**src/rtl/fifo_pkg.sv**
```systemverilog
// Shared constants and width helpers for the tiny-model datapath FIFOs.
package fifo_pkg;

    localparam int DEFAULT_DATA_W = 8;
    localparam int DEFAULT_DEPTH  = 256;

    // Pointer width for a FIFO of the given depth. The depth is a power of two.
    function automatic int addr_width(input int depth);
        return $clog2(depth);
    endfunction

    // Occupancy width: one extra bit so that the value DEPTH can be held.
    function automatic int cnt_width(input int depth);
        return $clog2(depth) + 1;
    endfunction

endpackage : fifo_pkg

```
**src/rtl/fifo_mem.sv**
```systemverilog
// Simple dual-port storage array: synchronous write port, asynchronous read port.
module fifo_mem #(
    parameter int DATA_W = 8,
    parameter int DEPTH  = 256,
    parameter int ADDR_W = 8
) (
    input  logic              clk,
    input  logic              we,
    input  logic [ADDR_W-1:0] waddr,
    input  logic [DATA_W-1:0] wdata,
    input  logic [ADDR_W-1:0] raddr,
    output logic [DATA_W-1:0] rdata
);

    logic [DATA_W-1:0] mem_q [DEPTH];

    // Store the incoming word on a write; contents are deliberately not reset.
    always_ff @(posedge clk) begin
        if (we) begin
            mem_q[waddr] <= wdata;
        end
    end

    assign rdata = mem_q[raddr];

endmodule : fifo_mem

```
**src/rtl/sync_fifo_flags.sv**
```systemverilog
// Single-clock FIFO with occupancy count, threshold flags, sticky error flags
// and a build-time choice of registered or first-word-fall-through read.
module sync_fifo_flags
    import fifo_pkg::*;
#(
    parameter int DATA_W   = DEFAULT_DATA_W,
    parameter int DEPTH    = DEFAULT_DEPTH,
    parameter int FWFT     = 0,
    parameter int AF_LEVEL = DEPTH - 4,
    parameter int AE_LEVEL = 4
) (
    input  logic                        clk,
    input  logic                        rst,
    input  logic                        wr_en,
    input  logic [DATA_W-1:0]           wr_data,
    input  logic                        rd_en,
    input  logic                        clr_err,
    output logic [DATA_W-1:0]           rd_data,
    output logic                        full,
    output logic                        empty,
    output logic                        almost_full,
    output logic                        almost_empty,
    output logic [cnt_width(DEPTH)-1:0] count,
    output logic                        overflow,
    output logic                        underflow
);

    localparam int ADDR_W = addr_width(DEPTH);
    localparam int CNT_W  = cnt_width(DEPTH);

    localparam logic [ADDR_W-1:0] PTR_ZERO = {ADDR_W{1'b0}};
    localparam logic [ADDR_W-1:0] PTR_ONE  = {{(ADDR_W-1){1'b0}}, 1'b1};
    localparam logic [CNT_W-1:0]  CNT_ZERO = {CNT_W{1'b0}};
    localparam logic [CNT_W-1:0]  CNT_ONE  = {{(CNT_W-1){1'b0}}, 1'b1};
    localparam logic [CNT_W-1:0]  CNT_FULL = CNT_W'(DEPTH);

    logic [ADDR_W-1:0] wr_ptr_d, wr_ptr_q;
    logic [ADDR_W-1:0] rd_ptr_d, rd_ptr_q;
    logic [CNT_W-1:0]  count_d, count_q;
    logic              overflow_d, overflow_q;
    logic              underflow_d, underflow_q;

    logic              full_s;
    logic              empty_s;
    logic              wr_acc_s;
    logic              rd_acc_s;
    logic              mem_we_s;
    logic [DATA_W-1:0] mem_rdata_s;

    // Status flags come only from the registered count, so no input reaches an output combinationally.
    assign full_s       = (count_q == CNT_FULL);
    assign empty_s      = (count_q == CNT_ZERO);
    assign full         = full_s;
    assign empty        = empty_s;
    assign almost_full  = (int'(count_q) >= AF_LEVEL);
    assign almost_empty = (int'(count_q) <= AE_LEVEL);
    assign count        = count_q;
    assign overflow     = overflow_q;
    assign underflow    = underflow_q;

    // When full a simultaneous read still drains and the write is dropped; when
    // empty the write lands and the read is dropped, which these gates give directly.
    assign wr_acc_s = wr_en && !full_s;
    assign rd_acc_s = rd_en && !empty_s;
    assign mem_we_s = wr_acc_s && !rst;

    // Next-state for pointers, occupancy and sticky error flags.
    always_comb begin
        wr_ptr_d    = wr_ptr_q;
        rd_ptr_d    = rd_ptr_q;
        count_d     = count_q;
        overflow_d  = overflow_q;
        underflow_d = underflow_q;

        if (wr_acc_s) begin
            wr_ptr_d = wr_ptr_q + PTR_ONE;
        end else begin
            wr_ptr_d = wr_ptr_q;
        end

        if (rd_acc_s) begin
            rd_ptr_d = rd_ptr_q + PTR_ONE;
        end else begin
            rd_ptr_d = rd_ptr_q;
        end

        case ({wr_acc_s, rd_acc_s})
            2'b10:   count_d = count_q + CNT_ONE;
            2'b01:   count_d = count_q - CNT_ONE;
            default: count_d = count_q;
        endcase

        // A new error event wins over a clear in the same cycle.
        if (wr_en && full_s) begin
            overflow_d = 1'b1;
        end else if (clr_err) begin
            overflow_d = 1'b0;
        end else begin
            overflow_d = overflow_q;
        end

        if (rd_en && empty_s) begin
            underflow_d = 1'b1;
        end else if (clr_err) begin
            underflow_d = 1'b0;
        end else begin
            underflow_d = underflow_q;
        end
    end

    // Control state registers; reset discards every held word by zeroing the pointers and count.
    always_ff @(posedge clk) begin
        if (rst) begin
            wr_ptr_q    <= PTR_ZERO;
            rd_ptr_q    <= PTR_ZERO;
            count_q     <= CNT_ZERO;
            overflow_q  <= 1'b0;
            underflow_q <= 1'b0;
        end else begin
            wr_ptr_q    <= wr_ptr_d;
            rd_ptr_q    <= rd_ptr_d;
            count_q     <= count_d;
            overflow_q  <= overflow_d;
            underflow_q <= underflow_d;
        end
    end

    fifo_mem #(
        .DATA_W (DATA_W),
        .DEPTH  (DEPTH),
        .ADDR_W (ADDR_W)
    ) u_mem (
        .clk   (clk),
        .we    (mem_we_s),
        .waddr (wr_ptr_q),
        .wdata (wr_data),
        .raddr (rd_ptr_q),
        .rdata (mem_rdata_s)
    );

    if (FWFT != 0) begin : g_fwft
        // Head of queue is presented directly; valid whenever not empty.
        assign rd_data = mem_rdata_s;
    end else begin : g_std
        logic [DATA_W-1:0] rd_data_d, rd_data_q;

        // Capture the head word on an accepted read, hold otherwise.
        always_comb begin
            if (rd_acc_s) begin
                rd_data_d = mem_rdata_s;
            end else begin
                rd_data_d = rd_data_q;
            end
        end

        // Output data register for the standard read mode.
        always_ff @(posedge clk) begin
            if (rst) begin
                rd_data_q <= {DATA_W{1'b0}};
            end else begin
                rd_data_q <= rd_data_d;
            end
        end

        assign rd_data = rd_data_q;
    end

endmodule : sync_fifo_flags

```
**config.mk**
```make
export PLATFORM = sky130hd
export DESIGN_NAME = sync_fifo_flags
export DESIGN_NICKNAME = d
export VERILOG_FILES = /design/src/rtl/fifo_pkg.sv /design/src/rtl/fifo_mem.sv /design/src/rtl/sync_fifo_flags.sv
export SDC_FILE = /design/constraint.sdc
export NUM_CORES = 2
export LEC_CHECK = 0
export CORE_UTILIZATION = 35
export DETAILED_ROUTE_END_ITERATION = 8
export PLACE_DENSITY = 0.5
export SETUP_SLACK_MARGIN = 0.02
export SYNTH_ARGS = -nofsm -noshare
export SYNTH_HDL_FRONTEND = slang
export SYNTH_SLANG_ARGS = --single-unit
```
**constraint.sdc**
```tcl
create_clock -name clk -period 4.2 [get_ports clk]
set_input_delay 0.84 -clock clk [delete_from_list [all_inputs] [get_ports clk]]
set_output_delay 0.84 -clock clk [all_outputs]
set_load 0.05 [all_outputs]
```
Word level (Yosys, flattened, before mapping)
Memories as Yosys holds them, arrays and structs flattened. A register that Yosys moved wholly into a read port is not among the register bits.
Index checks and enable logic that the tools add are counted.
{ "classes": {"n_mux": 6, "reduce_logical": 12, "addsub": 4, "n_eq_ne": 3, "magnitude_cmp": 2} }
{ "ops": {"columns": ["op", "count"], "rows": [
  ["$pmux 9 s2", 1],
  ["$add 8x1->8 const B", 2],
  ["$add 9x1->9 const B", 1],
  ["$eq 9x9->1 const B", 1],
  ["$ge 9x8->1 const B", 1],
  ["$le 9x3->1 const B", 1],
  ["$logic_not 9->1", 1],
  ["$sub 9x1->9 const B", 1],
  ["$reduce_bool 2->1", 3],
  ["$logic_and 1x1->1", 5],
  ["$mux 1", 5],
  ["$logic_not 1->1", 3],
  ["$eq 2x1->1 const B", 1],
  ["$eq 2x2->1 const B", 1]
]} }
{ "totals": {"n_memories": 1, "wordCells": 33, "output_inout_bits": 23, "register_bits": 27, "ram_bits": 2048} }
{ "memory_table": {"columns": ["memory", "depth", "width", "rd", "rd_clocked_by_memory_dff", "wr", "line_no", "source"], "rows": [
  ["u_mem.mem_q", 256, 8, 1, 1, 1, "fifo_mem.sv:15", "logic [DATA_W-1:0] mem_q [DEPTH];"]
]} }

Logic depth before layout (Yosys ltp)
{ "depth": {"word_depth": 6, "ltp_mapped": 17} }

Hierarchy
A second synthesis with hierarchy kept.
{ "unflattened": {"hier_cells": 3937, "hier_area_um2": 81196.6} }
{ "by_module_without_submodules": {"columns": ["mod", "area_per_inst_um2", "n_inst", "cells_per_inst"], "rows": [
  ["fifo_mem", 79396.1, 1, 3725],
  ["sync_fifo_flags", 1800.5, 1, 212]
]} }

Least setup slack after synthesis
No wires, ideal clock.
{ "synth_timing": {"path_type": "reg2reg", "startpoint": "register count_q[4], in the netlist count[4]", "endpoint": "register count_q[8], in the netlist count[8]", "arrival_time_ns": 4.623, "setup_slack_ns": -0.493, "period_less_slack_ns": 4.693, "setup_time_ns": 0.070, "stages_incl_launch_ff": 17, "path_buffers": 2, "path_cell_list": "dfxtp_1 > or4_1 > nor4b_2 > nand2b_1 > buf_2 > inv_2 > clkbuf_1 > ha_1 > ha_1 > nor2b_1 > o21ai_0 > a21boi_0 > o21ai_0 > a21oi_1 > xnor2_1 > or3_1 > a21oi_1"} }
{ "synth_between": {"elab_chain_len": 5} }
{ "synth_lines": {"columns": ["item", "line_no", "source"], "rows": [
  ["from (decl)", "sync_fifo_flags.sv:39", "logic [CNT_W-1:0] count_d, count_q;"],
  ["from (signal assigned)", "sync_fifo_flags.sv:122", "count_q <= count_d;"],
  ["$logic_not 9->1 (*)", "sync_fifo_flags.sv:52", "assign empty_s = (count_q == CNT_ZERO);"],
  ["via empty", "sync_fifo_flags.sv:20", "output logic empty,"],
  ["$logic_not 1->1 (*)", "sync_fifo_flags.sv:64", "assign rd_acc_s = rd_en && !empty_s;"],
  ["$logic_and 1x1->1 (*)", "sync_fifo_flags.sv:64", null],
  ["via rd_acc_s", "sync_fifo_flags.sv:46", "logic rd_acc_s;"],
  ["$eq 2x1->1 / $eq 2x2->1 (equally long branches)", "sync_fifo_flags.sv:87", "case ({wr_acc_s, rd_acc_s})"],
  ["$pmux 9 s2 / $reduce_bool 2->1 (equally long branches)", null, null]
]} }
The timed path passes the listed nets; every way through them passes the cells marked *.
A chain may end at the register's enable or synchronous reset.

Final worst setup path
{ "layout_timing": {"startpoint": "register count_q[4], in the netlist count[4]", "endpoint": "output empty"} }
{ "layout_between": {"elab_chain_len": 1} }
{ "layout_lines": {"columns": ["item", "line_no"], "rows": [
  ["$logic_not 9->1", "sync_fifo_flags.sv:52"],
  ["to (decl)", "sync_fifo_flags.sv:20"]
]} }
Every way passes these cells.

==> metrics <==
status complete, no violations; DRT iter0 DRCs 4118; post-cts sizing count 0; via count 40900; setup repair bufs after CTS 0; non-filler cells, final 7517; asr flop ratio synth 0%; hold crit path type in -> reg; TNS Setup 0 ps; post-DP HPWL 144 mm; Worst Setup Start Kind flip-flop; Area Overhead vs Synth 17.4%; drt total wl 230 mm; Initial DRT Pass Iterations 8; hold buffers post-CTS 0; top cell type by total area after synthesis edfxtp_1; Critical Path RT 3360 ps; Sink Count 2083; synth top area cells edfxtp_1 (76%), mux4_2 (14%), mux2i_1 (1.7%), nor2_1 (1.4%), dfxtp_1 (0.86%); number of synthesized register bits 2083; antenna viol nets, final 0; Post-Syn Instances 3840; Top FF cell, synth edfxtp_1; P_leak 29.6 nW; Final Core Density 41.4%; critical path type reg -> out; number of global-route vias before repair 41700; grt ovf 0; Design Power 0.0511 W; Worst-path clk slew 60 ps; GRT Total Usage 19.6%; # port buffers 35; Slew Limit Fails 0; Root Buffer clkbuf_16; fin crit share 89.7%; DRC 0; Clock Latency Late Sink 860 ps; Synth top area share 75.8%; Worst IR Drop VDD 476 uV; critical path buffer and inverter count 1; Worst Tran Pin Value 1090 ps; arrival time worst endpoint 2930 ps; global-route wire length before repair 327 mm; clk buf depth 3; die height 484 um; wire per inst 30.6 um; relative slew slack 27.3%; routed vias/inst 5.43; clock buffer count from CTS 214; CP peak stage delay 860 ps; CP max FO 5; post-synthesis sequential area ratio 76.6%; Final Hold Fails 0; Die Footprint 234000 um^2; Syn Nets 3867; gp weighted congestion 0.803; Cell Area, Synth 81200 um^2; Fmax 265 MHz; Core Region 230000 um^2; Avg Cell Area, Syn 21.1 um^2; worst clock skew 31.6 ps; placed cells 7120; EDFF count, synth 2048; htree depth 4; Top delay family on crit path simple AND/OR/NAND/NOR gates; Synth warnings 0; final setup fails 0; Top Ports 36; final-stage net count 4337; minimum hold slack 460 ps; Critical Path End Type primary output; max capacitance violation total 0; row count 176; layout cells sized above 1 29.7%; CP max-delay cell clkdlybuf4s50_1; Starting Density 35.3%; chip width 484 um; Power per Cell Area 537 nW/um^2; Cell Chain, Critical Path or4_4 > nor4b_4 > clkdlybuf4s50_1; RSZ-0062 raised after global routing no; TritonCTS clock tree yes; initial antenna violation count 10; Yosys cell types 72; Tmin final 3770 ps; Fill cells 20100; largest net degree at the start of global routing 129
layer usage:
layer  vias to the layer above  GRT usage (%)  wire length, um
li1                      17000              -                -
met1                     22200           27.9           100000
met2                      1389           31.3           110000
met3                       330           2.85            13000
met4                         4           5.94             6480
met5                         -              0               23
metrics by stage:
stage	setup slack [ps]	instance area, um^2
finish	431	95200
global route	314	95200
detailed placement	346	88100
floorplan	34.2	81200
global placement	299	88100
CTS	355	95200
cell usage in the layout, fill, tap and decap left out, types with 9 or more instances in the layout:
cell type,instances
edfxtp_1,2048
mux4_2,511
buf_4,406
nor2_1,309
clkbuf_16,218
mux2i_1,139
nand2_1,90
a21oi_1,82
clkinv_1,45
o21ai_0,44
clkbuf_1,43
buf_12,43
a22oi_1,41
clkinv_2,35
o22ai_1,32
bufinv_16,30
clkdlybuf4s50_1,26
dfxtp_1,24
nor3_1,20
a221oi_1,19
o221ai_1,17
nor2b_1,13
nand2_2,12
a211oi_1,12
ha_1,12
nand4_1,11
nand3_1,11
inv_1,10
xnor2_1,10
mux2_2,10
clkinvlp_4,9
cells in the mapped netlist (all sizes together) (3+ instances only):
master	number
edfxtp	2048
nand4	11
a222oi	3
and3	5
buf	134
and2	4
o2111ai	6
nor4	6
nor4b	3
nor3	21
inv	12
a211oi	12
nor3b	3
a22o	4
mux2	10
o21ai	46
clkbuf	96
mux4	512
dfxtp	35
o22ai	32
or3	5
nor2b	16
a22oi	41
o211ai	6
a2111oi	7
a221oi	19
xnor2	10
o41ai	3
o221ai	17
a21o	4
nand3	15
nand2	102
o31ai	3
xor2	7
nor2	313
nand2b	3
a21oi	82
a31oi	5
ha	13
mux2i	139
final timing paths:
check               from                  end  slack (ps)  depth (start not counted)
max             count[4]                empty         430                          3
min reg2reg     count[4]             count[4]         490                          2
min           wr_data[3]  u_mem.mem_q[213][3]         460                          1
max reg2reg  rd_ptr_q[0]           rd_data[0]         470                          9
cell families after synthesis:
logic type	Yosys count	synth area share, %
adders and majority gates	14	0.225
and+or+nand+nor	514	2.66
AOI/OAI and AO/OA	308	2.53
buffers and inverters	243	1.68
DFF	2083	76.6
muxes	661	16.1
xor gates and xnor gates	17	0.183
registers in the layout (all words and copies together), names as in the netlist:
name,cells
u_mem.mem_q,2048
count,9
rd_data,8
rd_ptr_q,8
wr_ptr_q,8
overflow,1
underflow,1
power breakdown:
group          switching [W]  leakage (nW)  internal (W)  total, W
Clock                0.00814          3.49        0.0114    0.0195
Combinational        0.00474          7.37       0.00370   0.00844
Sequential          0.000229          18.7        0.0229    0.0232
Total                 0.0131          29.6        0.0380    0.0511
final cells by class:
type,instances,area (um^2),share of cell area (%)
Antenna cell,2,5.00,0.00525
Timing Repair Buffer,484,4290,4.51
Clock inverter,131,1530,1.61
Tap cell,3026,3790,3.97
Multi-Input combinational cell,1514,17700,18.6
Inverter,13,51.3,0.0539
Sequential cell,2083,62200,65.3
Clock buffer,264,5660,5.94
No activity file was read; power rests on OpenSTA's default activity.
